$ cat config.mk
export PLATFORM = sky130hd
export DESIGN_NAME = acc_readout_engine
export DESIGN_NICKNAME = d
export VERILOG_FILES = /design/src/rtl/acc_readout_engine.sv
export SDC_FILE = /design/constraint.sdc
export NUM_CORES = 1
export LEC_CHECK = 0
export ABC_AREA = 1
export BUFFER_PORTS_ARGS = -buffer_cell sky130_fd_sc_hd__buf_2
export CORE_ASPECT_RATIO = 1.75
export CORE_MARGIN = 1
export CORE_UTILIZATION = 35
export CTS_CLUSTER_SIZE = 20
export DETAILED_ROUTE_END_ITERATION = 7
export SYNTH_ARGS = -nofsm -noshare
export SYNTH_HDL_FRONTEND = slang
export SYNTH_SLANG_ARGS = --single-unit
$ cat constraint.sdc
create_clock -name clk -period 2.5 [get_ports clk]
set_clock_uncertainty 0.2 [all_clocks]
set_input_delay 0.125 -clock clk [delete_from_list [all_inputs] [get_ports clk]]
set_output_delay 0.125 -clock clk [all_outputs]
set_load 0.05 [all_outputs]
$ cat src/rtl/acc_readout_engine.sv
// acc_readout_engine
// ------------------
// Read-side master for the double-buffered accumulator memory. A drain command
// (base address, word count) is turned into a run of accumulator read strobes.
// The accumulator's 1-cycle registered read latency is absorbed, and the
// returned words are streamed to the post-processing pipeline over a
// valid/ready interface that supports full backpressure. The accumulator buffer
// select is owned elsewhere and is not driven here.
//
// Ports
//   clk, rst_n            clock; asynchronous active-low reset
//   cmd_valid/cmd_ready   drain command handshake (ready only while idle)
//   cmd_base_addr         first accumulator address (wraps modulo 2^ADDR_W)
//   cmd_len               word count, 0 .. 2^ADDR_W
//   acc_rd_en/acc_rd_addr accumulator read strobe and address
//   acc_rd_data           accumulator read data, valid 1 cycle after acc_rd_en
//   out_valid/out_ready   output stream handshake
//   out_data/out_last     output word (unmodified) and end-of-command marker
//   busy                  high from command acceptance until back in idle
//   done                  single-cycle completion pulse
//
// FSM states
//   state   | meaning
//   --------+---------------------------------------------------------------
//   S_IDLE  | cmd_ready=1, waiting for a drain command
//   S_RUN   | issuing accumulator reads, gated by output credit
//   S_DRAIN | all reads issued; waiting for the final beat to handshake
//   S_DONE  | done pulses for exactly one cycle, then back to idle

module acc_readout_engine #(
  parameter int ADDR_W     = 8,
  parameter int DATA_W     = 64,
  parameter int FIFO_DEPTH = 2
) (
  input  logic              clk,
  input  logic              rst_n,
  input  logic              cmd_valid,
  output logic              cmd_ready,
  input  logic [ADDR_W-1:0] cmd_base_addr,
  input  logic [ADDR_W:0]   cmd_len,
  output logic              acc_rd_en,
  output logic [ADDR_W-1:0] acc_rd_addr,
  input  logic [DATA_W-1:0] acc_rd_data,
  output logic              out_valid,
  input  logic              out_ready,
  output logic [DATA_W-1:0] out_data,
  output logic              out_last,
  output logic              busy,
  output logic              done
);

  localparam int LEN_W = ADDR_W + 1;
  localparam int PTR_W = (FIFO_DEPTH > 1) ? $clog2(FIFO_DEPTH) : 1;
  localparam int CNT_W = $clog2(FIFO_DEPTH + 1);

  typedef enum logic [1:0] {
    S_IDLE  = 2'd0,
    S_RUN   = 2'd1,
    S_DRAIN = 2'd2,
    S_DONE  = 2'd3
  } state_t;

  state_t             state;
  logic [LEN_W-1:0]   len_q;
  logic [LEN_W-1:0]   issued;

  // A read issued this cycle returns data next cycle; pending marks that slot.
  logic               pending;
  logic               pending_last;

  logic [DATA_W-1:0]     fifo_data [FIFO_DEPTH];
  logic [FIFO_DEPTH-1:0] fifo_last;
  logic [PTR_W-1:0]      wr_ptr;
  logic [PTR_W-1:0]      rd_ptr;
  logic [CNT_W-1:0]      fifo_count;

  logic               push;
  logic               pop;
  logic               last_issue;
  logic [CNT_W:0]     in_flight;
  logic [CNT_W:0]     credit_lim;
  logic               have_credit;

  function automatic logic [PTR_W-1:0] ptr_next(input logic [PTR_W-1:0] p);
    ptr_next = (p == PTR_W'(FIFO_DEPTH - 1)) ? '0 : p + PTR_W'(1);
  endfunction

  assign cmd_ready = (state == S_IDLE);
  assign busy      = (state != S_IDLE);

  assign out_valid = (fifo_count != '0);
  assign out_data  = fifo_data[rd_ptr];
  assign out_last  = out_valid && fifo_last[rd_ptr];

  assign pop  = out_valid && out_ready;
  assign push = pending;

  // Credit: words already in the FIFO plus the one in flight, less the one
  // leaving this cycle, must leave room for the read being considered. This
  // is what makes FIFO overflow impossible without any overflow check.
  assign in_flight   = {1'b0, fifo_count} + {{CNT_W{1'b0}}, pending};
  assign credit_lim  = (CNT_W + 1)'(FIFO_DEPTH) + {{CNT_W{1'b0}}, pop};
  assign have_credit = (in_flight < credit_lim);

  assign last_issue = ((issued + LEN_W'(1)) == len_q);
  assign acc_rd_en  = (state == S_RUN) && (issued < len_q) && have_credit;

  // Read-latency tracking: tags the returning word and its last marker.
  always_ff @(posedge clk or negedge rst_n) begin
    if (!rst_n) begin
      pending      <= 1'b0;
      pending_last <= 1'b0;
    end else begin
      pending      <= acc_rd_en;
      pending_last <= acc_rd_en && last_issue;
    end
  end

  // Output skid FIFO. acc_rd_data is only ever captured behind pending, so the
  // stale value the accumulator holds between reads never enters the stream.
  always_ff @(posedge clk or negedge rst_n) begin
    if (!rst_n) begin
      for (int i = 0; i < FIFO_DEPTH; i++) begin
        fifo_data[i] <= '0;
      end
      fifo_last  <= '0;
      wr_ptr     <= '0;
      rd_ptr     <= '0;
      fifo_count <= '0;
    end else begin
      if (push) begin
        fifo_data[wr_ptr] <= acc_rd_data;
        fifo_last[wr_ptr] <= pending_last;
        wr_ptr            <= ptr_next(wr_ptr);
      end
      if (pop) begin
        rd_ptr <= ptr_next(rd_ptr);
      end
      case ({push, pop})
        2'b10:   fifo_count <= fifo_count + CNT_W'(1);
        2'b01:   fifo_count <= fifo_count - CNT_W'(1);
        default: fifo_count <= fifo_count;
      endcase
    end
  end

  // Control FSM. done is a registered output: on the normal path it is set on
  // the same edge that takes the final beat, so it shows in the following
  // cycle. A zero-length command enters S_DONE with done still low and spends
  // one cycle raising it, so done always lasts one cycle before idle.
  always_ff @(posedge clk or negedge rst_n) begin
    if (!rst_n) begin
      state       <= S_IDLE;
      len_q       <= '0;
      issued      <= '0;
      acc_rd_addr <= '0;
      done        <= 1'b0;
    end else begin
      case (state)
        S_IDLE: begin
          done <= 1'b0;
          if (cmd_valid) begin
            acc_rd_addr <= cmd_base_addr;
            len_q       <= cmd_len;
            issued      <= '0;
            state       <= (cmd_len == '0) ? S_DONE : S_RUN;
          end
        end
        S_RUN: begin
          if (acc_rd_en) begin
            issued      <= issued + LEN_W'(1);
            acc_rd_addr <= acc_rd_addr + ADDR_W'(1);
            if (last_issue) begin
              state <= S_DRAIN;
            end
          end
        end
        S_DRAIN: begin
          // The beat carrying out_last is the only word left once it is at
          // the head, so taking it empties both FIFO and read pipeline.
          if (pop && out_last && !pending && (fifo_count == CNT_W'(1))) begin
            state <= S_DONE;
            done  <= 1'b1;
          end
        end
        S_DONE: begin
          if (done) begin
            done  <= 1'b0;
            state <= S_IDLE;
          end else begin
            done <= 1'b1;
          end
        end
        default: begin
          state <= S_IDLE;
          done  <= 1'b0;
        end
      endcase
    end
  end

endmodule

# Word level (Yosys, flattened, before mapping)
# Cells that the tools add are included.
[classes] add_sub_neg=8 order_cmp=8 eq_ne=12 muxes=30 n_bitwise=2 n_reduce_logical=22
[op_table] op="64-bit 2-to-1 mux" n=4
[op_table] op="128-bit bitwise mux" n=1
[op_table] op="64-bit demux with 1-bit select" n=1
[op_table] op="9-bit 2-to-1 mux" n=2
[op_table] op="9-bit case mux with 2 select lines" n=1
[op_table] op="8-bit 2-to-1 mux" n=2
[op_table] op="8-bit case mux with 2 select lines" n=1
[op_table] op="2-bit 2-to-1 mux" n=6
[op_table] op="1-bit logical AND" n=10
[op_table] op="2-bit != test (second input constant)" n=5
[op_table] op="9-bit by 1-bit adder with 9-bit output (second input constant)" n=1
[op_table] op="9-bit equality test" n=1
[op_table] op="9-bit logical NOT" n=1
[op_table] op="9-bit < comparator" n=1
[op_table] op="8-bit by 1-bit adder with 8-bit output (second input constant)" n=1
[op_table] op="2-bit case mux with 4 select lines" n=1
[op_table] op="2-bit nonzero test" n=4
[op_table] op="1-bit 2-to-1 mux" n=7
[op_table] op="2-bit by 1-bit equality test with 1-bit output (second input constant)" n=3
[op_table] op="2-bit equality test (second input constant)" n=3
[op_table] op="5-bit AND reduction" n=1
[op_table] op="2-bit >= comparator (second input constant)" n=2
[op_table] op="1-bit by 2-bit < comparator with 1-bit output (second input constant)" n=2
[op_table] op="1-bit inverter with 2-bit output" n=2
[op_table] op="17 further kinds" n=19
[totals] regBits=165 out_inout_bits=78 elab_cells=95

# Longest topological paths before layout
[depth] ltp_word=8 mapped_depth=16 mapped_depth_nobuf=16

# Worst setup path after synthesis
# Ideal clock, no wire load.
[synth_path] kind="reg2reg" startpoint="register fifo_count[0]" endpoint="register state[0]" arrival_ns=2.392 setup_slack_ns=-0.209 path_stages_with_launch=12 period_less_slack_ns=2.709 path_cell_list="dfrtp_1 -> inv_1 -> ha_1 -> inv_1 -> o21ai_0 -> nor2_1 -> nand4_1 -> nand2_1 -> and3_2 -> nand2_2 -> nand2_1 -> nand2_1"
[synth_between] elab_chain_cells=7 elab_cells_between_ends=14 classes_between="2 x add/sub; 1 x order compare; 3 x eq/ne; 8 x reduce/logical"
[synth_rtl] element="from (decl)" line_no="75" text="logic [CNT_W-1:0] fifo_count;"
[synth_rtl] element="from (signal assigned)" line_no="140" text="2'b10: fifo_count <= fifo_count + CNT_W'(1);"
[synth_rtl] element="from (signal assigned)" line_no="141" text="2'b01: fifo_count <= fifo_count - CNT_W'(1);"
[synth_rtl] element="from (signal assigned)" line_no="142" text="default: fifo_count <= fifo_count;"
[synth_rtl] element="2-bit nonzero test" line_no="91" text="assign out_valid = (fifo_count != '0);"
[synth_rtl] element="via out_valid" line_no="44" text="output logic out_valid,"
[synth_rtl] element="1-bit logical AND" line_no="93" text="assign out_last = out_valid && fifo_last[rd_ptr];"
[synth_rtl] element="via out_last" line_no="47" text="output logic out_last,"
[synth_rtl] element="1-bit logical AND (3 in a row)" line_no="181" text="if (pop && out_last && !pending && (fifo_count == CNT_W'(1))) begin"
[synth_rtl] element="2-bit != test (no source line)"
[synth_rtl] element="5-bit AND reduction (no source line)"
[synth_rtl] element="to (signal assigned)" line_no="166" text="state <= (cmd_len == '0) ? S_DONE : S_RUN;"
[synth_rtl] element="to (decl)" line_no="63" text="state_t state;"
# The timed path passes the listed nets, and every way through them passes these cells.
# A chain may end at the register's enable or synchronous reset.

# Final worst setup path
[layout_path] startpoint="register fifo_count[0]" endpoint="output port acc_rd_en"
[layout_between] elab_chain_cells=5 elab_cells_between_ends=6 classes_between="2 x add/sub; 1 x order compare; 3 x reduce/logical"
[layout_rtl] element="2-bit nonzero test" line_no="91"
[layout_rtl] element="1-bit logical AND" line_no="95" text="assign pop = out_valid && out_ready;"
[layout_rtl] element="2-bit by 1-bit adder with 3-bit output" line_no="102" text="assign credit_lim = (CNT_W + 1)'(FIFO_DEPTH) + {{CNT_W{1'b0}}, pop};"
[layout_rtl] element="3-bit < comparator *" line_no="103" text="assign have_credit = (in_flight < credit_lim);"
[layout_rtl] element="1-bit logical AND *" line_no="106" text="assign acc_rd_en = (state == S_RUN) && (issued < len_q) && have_credit;"
[layout_rtl] element="to (decl)" line_no="41" text="output logic acc_rd_en,"
# Every way passes the cells marked *; elsewhere a longest branch is shown, timed or not.

==> summary.txt <==
Sequential share of the synthesized area: 52.3%
Post-Synthesis Cells: 1019
Area of the core: 22200 µm²
Root Driver: clkbuf_16
Core Util, Final: 47.3%
PnR worst setup slack: 0.205 ns
Rel. slew slack: 60.2%
RR Startpoint: fifo_count[0]
Startpoint Class: flop
Max Clk Rate: 0.436 GHz
Slowest CP cell: dfrtp_1
Initial drt markers: 392
Clock slew at reported path FFs: 0.06 ns
Fin crit period: 2.29 ns
Final setup vio count: 0
Sink Count: 165
Peak VDD IR: 0.000635 V
Yosys cell types: 28
Launch point of the worst path: fifo_count[0]
Vias: 7077
Buffers and inverters on the worst path: 5
Syn Nets: 1125
Rows: 72
Crit Path Max Fanout: 4
Largest net degree at the start of global routing: 131
CTS tree: built
Final wirelength: 20400 µm
Crit path max-delay family: buffers and inverters
Synth Area per Inst: 7.75 µm²
Sequential standard cell area: 4130 µm²
DRC viols: 0
Clk buf depth: 2
Die W: 116 µm
#FFs+latches synth: 165
Gr usage total: 18.6%
Crit path DAT: 1.97 ns
Post-CTS setup buffer count: 0
GPL Wtd Cong: 0.861
WHS: 0.0369 ns
Synth area leaders: dfrtp_1 (52%), nand2_1 (20%), o21ai_0 (9.9%)
Worst Tran Pin Value: 0.597 ns
WL per Instance: 13.1 µm
Critical Path End Type: output pin
Vias in the first global route: 7117
Global route overflow: 0
R2R setup slack: 0.33 ns
IO Pins: 163
Dpl ws: 0.313 ns
Power Total: 15.5 mW
N_diodes: 0
Static leakage: 5.67 nW
CP peak stage delay: 0.40 ns
Area Growth Syn to Fin: 32.5%
WP depth: 10
Layout cells sized above 1: 17.8%
Worst reg2reg endpoint: issued[3]
Post-DRT Antenna Nets: 0
Clk_lat worst skew: 0.42 ns
Via/cell ratio: 4.55
Starting density of the core: 35.6%
Final hold viol count: 0
Max Cap Viol: 0
H-tree depth: 4
CTS Buf Count: 17
IO Port Bufs: 162
Drt pass-1 iters: 5
CP dominant cell by count: inv_1
First-pass GRT wire length: 33500 µm
RSZ-0062 raised after global routing: false
Crit path required time: 2.17 ns
Initial antenna violation count: 0
WS Path Type: reg -> out
Die height: 201 µm
NumNets Final: 1354
Status: complete, no violations
Die area: 23200 µm²
Multi-input gate area: 3140 µm²
Synth Cell Area: 7900 µm²
Yosys warnings: 0
Yosys top cell area share: 52.3%
Crit path to: acc_rd_en
Pins over their slew limit: 0
Area leader, netlist: dfrtp_1
Final setup TNS: 0 ns
Crit-path cells: inv_1 > ha_1 > inv_1 > nand2_1 > o21ai_0 > nand3_1 > inv_1 > nand2_2 > inv_1 > clkbuf_4
Min-delay worst type: in -> async
Tcrit/Tclk final: 91.8%
# fillers: 2234
PwrDens: 1480 nW/µm²
R2R depth: 13
DP HPWL: 13600 µm
[where the power goes]
part / switching, mW / internal (mW)
logic: 6.08 / 2.12
registers: 0.732 / 3.92
clock network: 1.06 / 1.55
[worst min path at each step]
stage               startpoint              to  slack, ns  cells past startpoint
floorplan                rst_n  acc_rd_addr[0]      -0.37                      0
global placement         rst_n   fifo_data[56]      -0.05                      1
detailed placement       rst_n   fifo_data[56]      -0.05                      1
CTS                      rst_n   fifo_data[56]       0.06                      2
global route             rst_n  fifo_data[126]       0.09                      2
finish                   rst_n   fifo_data[56]       0.04                      2
[cell families after synthesis]
kind of cell	synth area share, %
XOR/XNOR	0.998
multiplexers	0.127
adder cells (fa/ha/maj)	3.33
AND/OR/NAND/NOR	24.0
AO/OA/AOI/OAI	11.1
buffers and inverters	8.14
flip-flops	52.3
[flip-flops by register name (all words and copies together) (netlist names)]
signal        flops
acc_rd_addr       8
done              1
fifo_count        2
fifo_data       128
fifo_last         2
issued            9
len_q             9
pending           1
pending_last      1
rd_ptr            1
state             2
wr_ptr            1
[layout make-up]
cell class	instances	area share, %
clock buffers	21	4.49
flip-flops and latches	165	39.4
repair buffers	259	17.1
well taps	296	3.54
clock inverters	11	1.19
multi-input cells	688	30.0
inverters	117	4.19
[synth_stat cells, drive strengths merged]
master,instances
dfrtp,165
nor2,27
inv,117
nor4,2
o31ai,1
mux2i,1
nand4,4
nand3,23
buf,20
clkbuf,29
o41ai,1
o21ai,163
nand2,422
o21bai,1
xor2,5
a21oi,8
and3,1
nor3,1
or2,3
ha,21
xnor2,4
[layout by cell type (no fill, tap or decap), types with 6 or more instances in the layout]
master	instances
nand2_1	417
dfrtp_1	164
buf_2	160
o21ai_0	157
inv_1	114
dlygate4sd3_1	83
nor2_1	23
nand3_1	23
ha_1	20
clkbuf_16	17
buf_4	11
a21oi_1	8
o21ai_1	6
[timing repair]
item                       4_1_cts  5_1_grt
hold endpoints to repair       265        0
hold buffers                    83        0
setup endpoints to repair        0        1
gates resized for setup          0        1
[metrics by stage]
| stage | cell area (µm²) | instances |
|---|---|---|
| after floorplan | 7910 | 1019 |
| after global placement | 9040 | 1442 |
| after detailed placement | 9040 | 1442 |
| after CTS | 10500 | 1557 |
| after global routing | 10500 | 1557 |
| final | 10500 | 1557 |
[metal layers]
layer	track usage [%]	routed length, µm
met5	0	0
met4	8.16	621
met3	3.50	603
met2	34.6	11000
met1	19.8	8140
No activity file was read; power rests on OpenSTA's default activity.
